[config.mk]
export PLATFORM = sky130hd
export DESIGN_NAME = uart_rx
export DESIGN_NICKNAME = d
export VERILOG_FILES = /design/src/rtl/uart_pkg.sv /design/src/rtl/uart_rx_sampler.sv /design/src/rtl/uart_rx.sv
export SDC_FILE = /design/constraint.sdc
export NUM_CORES = 1
export LEC_CHECK = 0
export ABC_CLOCK_PERIOD_IN_PS = 2500
export CAP_MARGIN = 20
export CORE_ASPECT_RATIO = 0.7
export CORE_MARGIN = 1
export CORE_UTILIZATION = 45
export DETAILED_ROUTE_END_ITERATION = 6
export PLACE_DENSITY_LB_ADDON = 0.2
export SLEW_MARGIN = 20
export SYNTH_ARGS = -nofsm -noshare
export SYNTH_HDL_FRONTEND = slang
export SYNTH_SLANG_ARGS = --single-unit
[constraint.sdc]
create_clock -name clk -period 2.5 [get_ports clk]
set_input_delay 0.75 -clock clk [delete_from_list [all_inputs] [get_ports clk]]
set_output_delay 0.75 -clock clk [all_outputs]
set_load 0.02 [all_outputs]
[src/rtl/uart_pkg.sv]
// -----------------------------------------------------------------------------
// uart_pkg
// Shared constants and helpers for the UART receive path (the transmitter may
// adopt this package later).
//   - FSM state encodings (legacy-compatible localparam constants)
//   - Oversampling ratio and mid-bit sample indices
//   - Prescaler divisor calculation, 3-input majority and even-parity check
// No ports: package only.
// -----------------------------------------------------------------------------
package uart_pkg;

    localparam int unsigned OVERSAMPLE = 16;

    // Mid-bit sample indices; only valid for 16x oversampling.
    localparam logic [3:0] MID_LO = 4'd7;
    localparam logic [3:0] MID    = 4'd8;
    localparam logic [3:0] MID_HI = 4'd9;

    typedef logic [2:0] rx_state_t;

    localparam rx_state_t IDLE   = 3'd0;
    localparam rx_state_t START  = 3'd1;
    localparam rx_state_t DATA   = 3'd2;
    localparam rx_state_t PARITY = 3'd3;
    localparam rx_state_t STOP   = 3'd4;
    localparam rx_state_t BREAK  = 3'd5;

    // Clock cycles per oversample tick (integer division, truncating).
    function automatic int unsigned calc_tick_div(
        input int unsigned clk_freq,
        input int unsigned baud_rate,
        input int unsigned oversample
    );
        return clk_freq / (baud_rate * oversample);
    endfunction

    // Majority of three samples.
    function automatic logic majority3(
        input logic a,
        input logic b,
        input logic c
    );
        return (a & b) | (a & c) | (b & c);
    endfunction

    // Even parity holds when data plus parity bit carry an even number of ones.
    function automatic logic even_parity_ok(
        input logic [7:0] data,
        input logic       par_bit
    );
        return ~(^{data, par_bit});
    endfunction

endpackage

[src/rtl/uart_rx_sampler.sv]
// -----------------------------------------------------------------------------
// uart_rx_sampler
// Front end of the UART receiver: two-flop synchroniser on rx, falling-edge
// detector, restartable oversample prescaler, 4-bit sample counter and the
// three-sample mid-bit majority vote.
// Ports:
//   clk            in   system clock
//   reset_n        in   asynchronous active-low reset
//   rx             in   raw asynchronous serial line (idle high)
//   restart        in   realign prescaler and sample counter to a start edge
//   rx_s           out  synchronised line level
//   fall_edge      out  rx_s went 1 -> 0 this cycle
//   decision_valid out  one-cycle strobe on the tick where samp_cnt = 9
//   bit_value      out  majority of samples at samp_cnt 7, 8, 9
// -----------------------------------------------------------------------------
module uart_rx_sampler
    import uart_pkg::*;
#(
    parameter int unsigned CLK_FREQ   = 50000000,
    parameter int unsigned BAUD_RATE  = 115200,
    parameter int unsigned OVERSAMPLE = 16
) (
    input  logic clk,
    input  logic reset_n,
    input  logic rx,
    input  logic restart,
    output logic rx_s,
    output logic fall_edge,
    output logic decision_valid,
    output logic bit_value
);

    localparam int unsigned TICK_DIV   = calc_tick_div(CLK_FREQ, BAUD_RATE, OVERSAMPLE);
    localparam int unsigned PW         = (TICK_DIV > 1) ? $clog2(TICK_DIV) : 1;
    localparam logic [PW-1:0] PRESC_MAX = PW'(TICK_DIV - 1);

    logic          meta_r;
    logic          sync_r;
    logic          prev_r;
    logic [PW-1:0] presc_r;
    logic [3:0]    samp_cnt_r;
    logic          samp_lo_r;
    logic          samp_mid_r;
    logic          tick_s;

    assign tick_s         = (presc_r == PRESC_MAX);
    assign rx_s           = sync_r;
    assign fall_edge      = prev_r & ~sync_r;
    assign decision_valid = tick_s & (samp_cnt_r == MID_HI);
    assign bit_value      = majority3(samp_lo_r, samp_mid_r, sync_r);

    // Synchroniser and edge history; all reset to the idle (high) line level
    always_ff @(posedge clk or negedge reset_n) begin
        if (!reset_n) begin
            meta_r <= 1'b1;
            sync_r <= 1'b1;
            prev_r <= 1'b1;
        end else begin
            meta_r <= rx;
            sync_r <= meta_r;
            prev_r <= sync_r;
        end
    end

    // Prescaler and sample counter; restart phase-aligns ticks to the start edge
    always_ff @(posedge clk or negedge reset_n) begin
        if (!reset_n) begin
            presc_r    <= '0;
            samp_cnt_r <= 4'd0;
        end else if (restart) begin
            presc_r    <= '0;
            samp_cnt_r <= 4'd0;
        end else if (tick_s) begin
            presc_r    <= '0;
            samp_cnt_r <= samp_cnt_r + 4'd1;
        end else begin
            presc_r    <= presc_r + PW'(1);
        end
    end

    // Capture the first two mid-bit samples; the third is taken live at the decision
    always_ff @(posedge clk or negedge reset_n) begin
        if (!reset_n) begin
            samp_lo_r  <= 1'b1;
            samp_mid_r <= 1'b1;
        end else if (tick_s && (samp_cnt_r == MID_LO)) begin
            samp_lo_r  <= sync_r;
        end else if (tick_s && (samp_cnt_r == MID)) begin
            samp_mid_r <= sync_r;
        end
    end

endmodule

[src/rtl/uart_rx.sv]
// -----------------------------------------------------------------------------
// uart_rx
// UART receiver, 8N1 by default. Oversamples the line at 16x, validates the
// start bit with glitch rejection, majority-votes each bit and hands bytes to
// the consumer through a valid/ack handshake.
// Build option: define UART_RX_PARITY_EN for 8E1 frames with parity checking;
// with it undefined parity_err is tied low.
// Ports:
//   clk          in   system clock
//   reset_n      in   asynchronous active-low reset
//   rx           in   serial line, idle high, asynchronous to clk
//   rx_data      out  last good byte, LSB first on the wire
//   rx_valid     out  rx_data holds an unconsumed byte
//   rx_ack       in   consumer acknowledge, clears rx_valid / overrun_err
//   rx_busy      out  validated start bit until the stop-bit decision
//   frame_err    out  one-cycle pulse on a low stop bit
//   overrun_err  out  sticky, a byte completed while rx_valid was high
//   parity_err   out  one-cycle pulse on parity mismatch
// -----------------------------------------------------------------------------
module uart_rx
    import uart_pkg::*;
#(
    parameter int unsigned CLK_FREQ   = 50000000,
    parameter int unsigned BAUD_RATE  = 115200,
    parameter int unsigned OVERSAMPLE = 16
) (
    input  logic       clk,
    input  logic       reset_n,
    input  logic       rx,
    output logic [7:0] rx_data,
    output logic       rx_valid,
    input  logic       rx_ack,
    output logic       rx_busy,
    output logic       frame_err,
    output logic       overrun_err,
    output logic       parity_err
);

    logic       rx_s;
    logic       fall_edge_s;
    logic       decision_valid_s;
    logic       bit_value_s;
    logic       restart_s;
    logic       commit_s;
    logic       par_bad_s;

    rx_state_t  state_r;
    logic [2:0] bit_idx_r;
    logic [7:0] shift_r;
    logic       busy_r;
    logic [7:0] data_r;
    logic       valid_r;
    logic       overrun_r;
    logic       frame_err_r;

    uart_rx_sampler #(
        .CLK_FREQ   (CLK_FREQ),
        .BAUD_RATE  (BAUD_RATE),
        .OVERSAMPLE (OVERSAMPLE)
    ) u_sampler (
        .clk            (clk),
        .reset_n        (reset_n),
        .rx             (rx),
        .restart        (restart_s),
        .rx_s           (rx_s),
        .fall_edge      (fall_edge_s),
        .decision_valid (decision_valid_s),
        .bit_value      (bit_value_s)
    );

    // A start edge is only honoured while idle; BREAK ignores the held-low line.
    assign restart_s = (state_r == IDLE) & fall_edge_s;

`ifdef UART_RX_PARITY_EN
    logic parity_err_r;
    logic par_bad_r;

    assign par_bad_s  = par_bad_r;
    assign parity_err = parity_err_r;
`else
    assign par_bad_s  = 1'b0;
    assign parity_err = 1'b0;
`endif

    // A good stop bit commits the byte unless parity already rejected it
    always_comb begin
        commit_s = 1'b0;
        if ((state_r == STOP) && decision_valid_s && bit_value_s && !par_bad_s) begin
            commit_s = 1'b1;
        end else begin
            commit_s = 1'b0;
        end
    end

    // Frame FSM: start validation, data shifting, stop check and break wait
    always_ff @(posedge clk or negedge reset_n) begin
        if (!reset_n) begin
            state_r      <= IDLE;
            bit_idx_r    <= 3'd0;
            shift_r      <= 8'd0;
            busy_r       <= 1'b0;
            frame_err_r  <= 1'b0;
`ifdef UART_RX_PARITY_EN
            parity_err_r <= 1'b0;
            par_bad_r    <= 1'b0;
`endif
        end else begin
            frame_err_r  <= 1'b0;
`ifdef UART_RX_PARITY_EN
            parity_err_r <= 1'b0;
`endif
            case (state_r)
                IDLE: begin
                    if (fall_edge_s) begin
                        state_r <= START;
                    end
                end
                START: begin
                    // The next decision is a full bit later, so entering DATA now
                    // is equivalent to waiting for the sample-counter wrap.
                    if (decision_valid_s) begin
                        if (!bit_value_s) begin
                            busy_r    <= 1'b1;
                            bit_idx_r <= 3'd0;
                            state_r   <= DATA;
                        end else begin
                            state_r   <= IDLE;
                        end
                    end
                end
                DATA: begin
                    if (decision_valid_s) begin
                        shift_r   <= {bit_value_s, shift_r[7:1]};
                        bit_idx_r <= bit_idx_r + 3'd1;
                        if (bit_idx_r == 3'd7) begin
`ifdef UART_RX_PARITY_EN
                            state_r <= PARITY;
`else
                            state_r <= STOP;
`endif
                        end
                    end
                end
`ifdef UART_RX_PARITY_EN
                PARITY: begin
                    if (decision_valid_s) begin
                        if (!even_parity_ok(shift_r, bit_value_s)) begin
                            parity_err_r <= 1'b1;
                            par_bad_r    <= 1'b1;
                        end else begin
                            par_bad_r    <= 1'b0;
                        end
                        state_r <= STOP;
                    end
                end
`endif
                STOP: begin
                    // Leaving at mid-stop lets the next start edge resync at once.
                    if (decision_valid_s) begin
                        busy_r <= 1'b0;
                        if (bit_value_s) begin
                            state_r     <= IDLE;
                        end else begin
                            frame_err_r <= 1'b1;
                            state_r     <= BREAK;
                        end
                    end
                end
                BREAK: begin
                    if (rx_s) begin
                        state_r <= IDLE;
                    end
                end
                default: begin
                    busy_r  <= 1'b0;
                    state_r <= IDLE;
                end
            endcase
        end
    end

    // Output byte register and handshake; a commit beats a same-cycle ack
    always_ff @(posedge clk or negedge reset_n) begin
        if (!reset_n) begin
            data_r    <= 8'd0;
            valid_r   <= 1'b0;
            overrun_r <= 1'b0;
        end else if (commit_s) begin
            data_r  <= shift_r;
            valid_r <= 1'b1;
            if (valid_r && !rx_ack) begin
                overrun_r <= 1'b1;
            end else if (valid_r) begin
                overrun_r <= 1'b0;
            end else begin
                overrun_r <= overrun_r;
            end
        end else if (rx_ack && valid_r) begin
            valid_r   <= 1'b0;
            overrun_r <= 1'b0;
        end
    end

    assign rx_data     = data_r;
    assign rx_valid    = valid_r;
    assign rx_busy     = busy_r;
    assign frame_err   = frame_err_r;
    assign overrun_err = overrun_r;

endmodule

==> flow_summary.ini, run 1 <==
[timing]
timing.fmax_mhz = 478
relSlewSlack_pct = 50.8
period_needed_ns = 2.09
tightest_slew_ns = 0.732
finalHoldViolations = 0
setup_tns_ns = 0
hold_slack_ns = 0.358
clock_skew_ns = 0.00573
setup_violations = 0
slew_viol_final = 0
rsz0062_at_grt = no
finalCritPeriodShare_pct = 83.6

[synthesis]
synth_nets = 163
async_flop_share_pct = 100
synth_cell_type_count = 42
yosysTopAreaCellShare_pct = 47.2
synth_area_mm2 = 0.00185
synthTopCellsByArea = dfrtp_1 (47%), dfstp_2 (7.1%), mux2_4 (6.5%)
post-synth-top-area-cell = dfrtp_1
syn_inst = 152
avgSynthCellArea_um2 = 12.2
seq_area_frac_synth_pct = 54.3
yosysWarnings = 0
ys_ff_latch = 40
synth_flop_cell = dfrtp_1
synth_edf_count = 0

[floorplanning]
fp.dieW_um = 78.7
num_io_pins = 17
die_height_um = 55.7
core_mm2 = 0.00392
fp-row-count = 19
initial_core_util_pct = 47.3
die-area_mm2 = 0.00439

[setup_path]
setup.worst_path.start_class = register
cp_max_fo = 10
critPathCaptureType = register
crit_path_top_delay_cell = or4_4
critPathRequiredTime_ns = 2.67
crit_chain = inv_1 -> ha_1 -> and4b_1 -> nand3_4 -> or4_4 -> mux2_4
reg2regPathDepth = 6
cp.arrival_ns = 2.26
worstSetupPathType = reg2reg
slowest_delay_ns = 0.63

[placed_design]
portBuffers = 15
place.gp.congestion = 0.786
hpwl_mm = 2.29

[cts]
cts_hold_buf = 0
numClockSinks = 40
cts_max_level = 2
post_cts_buffers = 0
ctsResizeCount = 0
cts_buffers = 5
cts_tree = built
cts-root-buf = clkbuf_8
clockBufferDepth = 2
cts.clk_slew.worst_paths_ns = 0.07
clkLatencyLatePin_ns = 0.29

[finish]
drive_gt1_share_pct = 23.7
nFillCells = 346
diodes = 0
final_cell_mix = dfrtp_1 (35), nor2_1 (14), clkdlybuf4s50_1 (14)
final_common_cell = dfrtp_1
syn2layout_area_growth_pct = 16.5
fin_nets = 183

[routing]
route.detailed.wl_per_inst_um = 13.7
post-route-drc-count = 0
first_pass_iters = 4
totalWireLength_mm = 3.09
num_vias = 1155
dr_wl_met3_um = 151
ant_nets = 0
via_per_inst = 5.13
routed.top_layer = met4
dr.first_iter.drc_count = 89
wl_met1_mm = 1.56
met2_length_mm = 1.31

[flow_run]
cap_violations = 0

[worst_hold_path]
worstHoldPathCells = 0
min_path_type = reg2reg

[global_route]
grt_pass1_vias = 1174
grt_pass1_wl_mm = 5.54
grt_antenna_before_repair = 0
grt_usage_pct = 17.0
grt_max_degree = 28
grt_overflow_total = 0

[power_and_ir_drop]
ir_drop_uv = 457
power_density_mw_per_mm2 = 689
power_leakage_nw = 1.01

[status]
status = finished, final reports clean
==> area by class of cell <==
cell class              count  area (µm²)  share of cell area, %
flip-flops and latches     40        1010                   46.6
multi-input cells         100         783                   36.2
repair buffers             19         175                   8.11
clock buffers               6        72.6                   3.36
well taps                  52        65.1                   3.01
clock inverters             2        35.0                   1.62
inverters                   6        22.5                   1.04
==> worst paths after layout <==
check,startpoint,to,slack [ns]
worst max-delay path,u_sampler.presc_r[0]$_DFF_PN0_,rx_data[6]$_DFFE_PN0P_,0.41
worst min-delay path,u_sampler.meta_r$_DFF_PN1_,u_sampler.rx_s$_DFF_PN1_,0.36
worst max register to register,u_sampler.presc_r[0]$_DFF_PN0_,rx_data[6]$_DFFE_PN0P_,0.41
worst min register to register,u_sampler.meta_r$_DFF_PN1_,u_sampler.rx_s$_DFF_PN1_,0.36
max in group asynchronous,reset_n,u_sampler.rx_s$_DFF_PN1_,1.42
min in group asynchronous,reset_n,rx_busy$_DFFE_PN0P_,0.46
==> logic make-up after synthesis <==
logic type               Yosys count  synth area share [%]
multiplexers                      18                  12.6
AND/OR/NAND/NOR                   48                  14.4
AO/OA/AOI/OAI                     19                  6.95
adder cells (fa/ha/maj)            8                  5.26
XOR/XNOR                           6                  2.83
flip-flops                        40                  54.3
buffers and inverters             12                  3.44
other                              1                 0.202
==> synth_stat cells (3+ instances only) <==
| cell type | instances |
|---|---|
| nand2_1 | 9 |
| mux2_2 | 10 |
| nand3_1 | 3 |
| dfstp_2 | 5 |
| nand2b_1 | 5 |
| inv_1 | 6 |
| o21ai_0 | 4 |
| dfrtp_1 | 35 |
| ha_1 | 7 |
| nor2_1 | 14 |
| a21oi_1 | 5 |
| mux2_4 | 8 |
| xor2_1 | 4 |
==> metal layers <==
layer,track usage (%),up-vias
met1,23.8,557
met2,23.6,31
met3,4.75,7
met5,0,-
li1,-,560
met4,10.1,0
==> critical path: cells and delay by family, from the launching register on <==
family                     cells  cell delay, ns
adders and majority gates      1            0.13
muxes                          1            0.34
and+or+nand+nor                3            1.04
buffers and inverters          1            0.07
DFF                            1            0.41
==> through the flow <==
stage	util [%]	setup slack, ns	instance area, µm²	total power, mW	cells
after global placement	52.3	0.451	2050	0.988	217
after detailed placement	52.3	0.402	2050	0.995	217
final	55.1	0.409	2160	1.49	225
after global routing	55.1	0.329	2160	1.58	225
after floorplan	-	0.443	1850	0.938	152
after CTS	55.1	0.395	2160	1.51	225
==> registers in the layout, indices dropped and copies added, names as in the netlist <==
register and cells:
u_sampler.samp_lo_r 1, rx_valid 1, rx_data 8, overrun_err 1, frame_err 1, shift_r 8, u_sampler.prev_r 1, bit_idx_r 3
state_r 3, u_sampler.meta_r 1, u_sampler.rx_s 1, rx_busy 1, u_sampler.samp_mid_r 1, u_sampler.presc_r 5, u_sampler.samp_cnt_r 4
==> power by group <==
group / internal [mW] / leakage, nW / switching [mW] / total (mW)
logic: 0.0977 / 0.434 / 0.113 / 0.211
registers: 0.712 / 0.525 / 0.0624 / 0.774
clock network: 0.296 / 0.0552 / 0.208 / 0.504
total: 1.11 / 1.01 / 0.383 / 1.49
Power figures use the tool's default switching activity.
==> run 2, diff against run 1 <==
--- a/config.mk
+++ b/config.mk
@@ -5,7 +5,7 @@
 export SDC_FILE = /design/constraint.sdc
 export NUM_CORES = 1
 export LEC_CHECK = 0
-export ABC_CLOCK_PERIOD_IN_PS = 2500
+export ABC_CLOCK_PERIOD_IN_PS = 1740
 export CAP_MARGIN = 20
 export CORE_ASPECT_RATIO = 0.7
 export CORE_MARGIN = 1
==> constraint.sdc (replaced) <==
create_clock -name clk -period 1.74 [get_ports clk]
set_input_delay 0.522 -clock clk [delete_from_list [all_inputs] [get_ports clk]]
set_output_delay 0.522 -clock clk [all_outputs]
set_load 0.02 [all_outputs]
==> run 2 against run 1 <==
  * The run now ends with setup timing left
  * Critical path depth stayed put
  * Combinational power is 140% higher
  * Die area stayed put
  * Utilization is 7.2 points higher
  * Non-clock buffer count is 24 higher
  * Highest routed layer unchanged
==> flow_summary.ini, run 2 (same netlist as run 1, synthesis figures left out) <==
[status]
status = complete, but fails checks
violations = setup timing

[placed_design]
dp.cells = 234
hpwl_mm = 2.46
place.gp.congestion = 0.842
portBuffers = 15
place_ws_ns = -0.176

[timing]
setup_violations = 21
rsz0062_at_grt = yes
period_needed_ns = 1.87
clock_skew_ns = 0.00547
setup_tns_ns = -1.52
finalCritPeriodShare_pct = 108
hold_slack_ns = 0.178
finalHoldViolations = 0
timing.fmax_mhz = 533
worst_slack_ns = -0.135
slew_viol_final = 0

[setup_path]
reg2regPathDepth = 6
critPathRequiredTime_ns = 1.92
setup.worst_path.start_class = register
worstReg2RegEnd = rx_data[5]$_DFFE_PN0P_
critPathCaptureType = register
reg2reg_from = u_sampler.presc_r[0]$_DFF_PN0_
worstSetupPathType = reg2reg
cp.arrival_ns = 2.06
cp_max_fo = 5
r2r_setup_slack_ns = -0.13
startpoint = u_sampler.presc_r[0]$_DFF_PN0_
endpoint = rx_data[5]$_DFFE_PN0P_

[routing]
met2_length_mm = 1.62
via_per_inst = 5.24
num_vias = 1310
ant_nets = 0
wl_met1_mm = 1.77
dr_wl_met3_um = 152
dr.first_iter.drc_count = 57
first_pass_iters = 5
route.detailed.wl_per_inst_um = 14.4
totalWireLength_mm = 3.61
routed.top_layer = met4
post-route-drc-count = 0

[floorplanning]
fp.dieW_um = 78.7
num_io_pins = 17
die_height_um = 55.7
die-area_mm2 = 0.00439
fp-row-count = 19
core_mm2 = 0.00392
initial_core_util_pct = 47.3

[power_and_ir_drop]
p_comb_share_pct = 21.5
ir_drop_uv = 624
power.net_switching_uw = 624
power_leakage_nw = 1.22
power_density_mw_per_mm2 = 950
switching_share_pct = 26.9
intPower_mw = 1.70
power_mw = 2.32
pwr-share-clk_pct = 32.3
seqPwrFrac_pct = 46.1

[global_route]
grt_usage_pct = 19.3
grt_pass1_wl_mm = 6.34
grt_overflow_total = 0
grt_pass1_vias = 1347
grt_antenna_before_repair = 0
grt_max_degree = 22

[flow_run]
cap_violations = 0

[finish]
final_cell_mix = dfrtp_1 (35), buf_4 (21), mux2_4 (18)
drive_gt1_share_pct = 36.9
syn2layout_area_growth_pct = 31.8
diodes = 0
finalNonFillerCells = 250
fin_nets = 208
final_common_cell = dfrtp_1
nFillCells = 327

[cts]
cts_max_level = 2
cts-root-buf = clkbuf_8
cts_buffers = 5
clkLatencyLatePin_ns = 0.29
numClockSinks = 40
cts.clk_slew.worst_paths_ns = 0.08
cts_hold_buf = 0
clockBufferDepth = 2
cts_tree = built

[worst_hold_path]
min_path_type = in2async
## run 2: layout make-up
cell class,count,area [µm²],share of cell area (%)
Clock buffer,5,68.8,2.82
Timing Repair Buffer,43,375,15.4
Inverter,6,22.5,0.922
Multi-Input combinational cell,101,862,35.3
Clock inverter,3,42.5,1.74
Sequential cell,40,1010,41.2
Tap cell,52,65.1,2.66
## run 2: power groups by stage
stage	Sequential (mW)	Clock (mW)	Combinational (mW)
5_1_grt	1.08	0.833	0.568
3_5_place_dp	1.09	0	0.489
6_report	1.07	0.751	0.500
2_1_floorplan	1.11	0	0.243
3_3_place_gp	1.08	0	0.460
4_1_cts	1.07	0.774	0.493
## run 2: per-stage QoR
stage | utilization (%) | cell area [µm²]
after floorplan | - | 1860
after global placement | 55.9 | 2190
after detailed placement | 55.9 | 2190
after CTS | 61.2 | 2400
after global routing | 62.3 | 2440
final | 62.3 | 2440
## run 2: layer usage
layer  vias up  track usage (%)
li1        621                -
met2        34             27.2
met5         -                0
met4         0             5.56
met1       649             27.1
met3         6             7.70
## run 2: timing repair
item | in CTS | in global routing
setup buffers | 5 | 2
pin swaps | 4 | 6
gates cloned | 1 | 0
gates resized for setup | 31 | 8
endpoints found under the setup margin | 33 | 24
## run 2: worst min path at each step
stage	slack, ns	endpoint	startpoint	cells past startpoint
after floorplan	0.23	bit_idx_r[0]$_DFFE_PN0P_	reset_n	0
final	0.18	frame_err$_DFF_PN0_	reset_n	1
after global placement	0.35	u_sampler.rx_s$_DFF_PN1_	u_sampler.meta_r$_DFF_PN1_	0
after CTS	0.19	shift_r[3]$_DFFE_PN0P_	reset_n	1
after global routing	0.20	shift_r[3]$_DFFE_PN0P_	reset_n	1
after detailed placement	0.35	u_sampler.rx_s$_DFF_PN1_	u_sampler.meta_r$_DFF_PN1_	0
## run 2: worst max-delay path, stage by stage, from the launching register on
cell	delay (ns)
dfrtp_1	0.38
inv_1	0.06
ha_1	0.12
and4b_2	0.28
nand3_4	0.09
or4_4	0.51
mux2_4	0.33
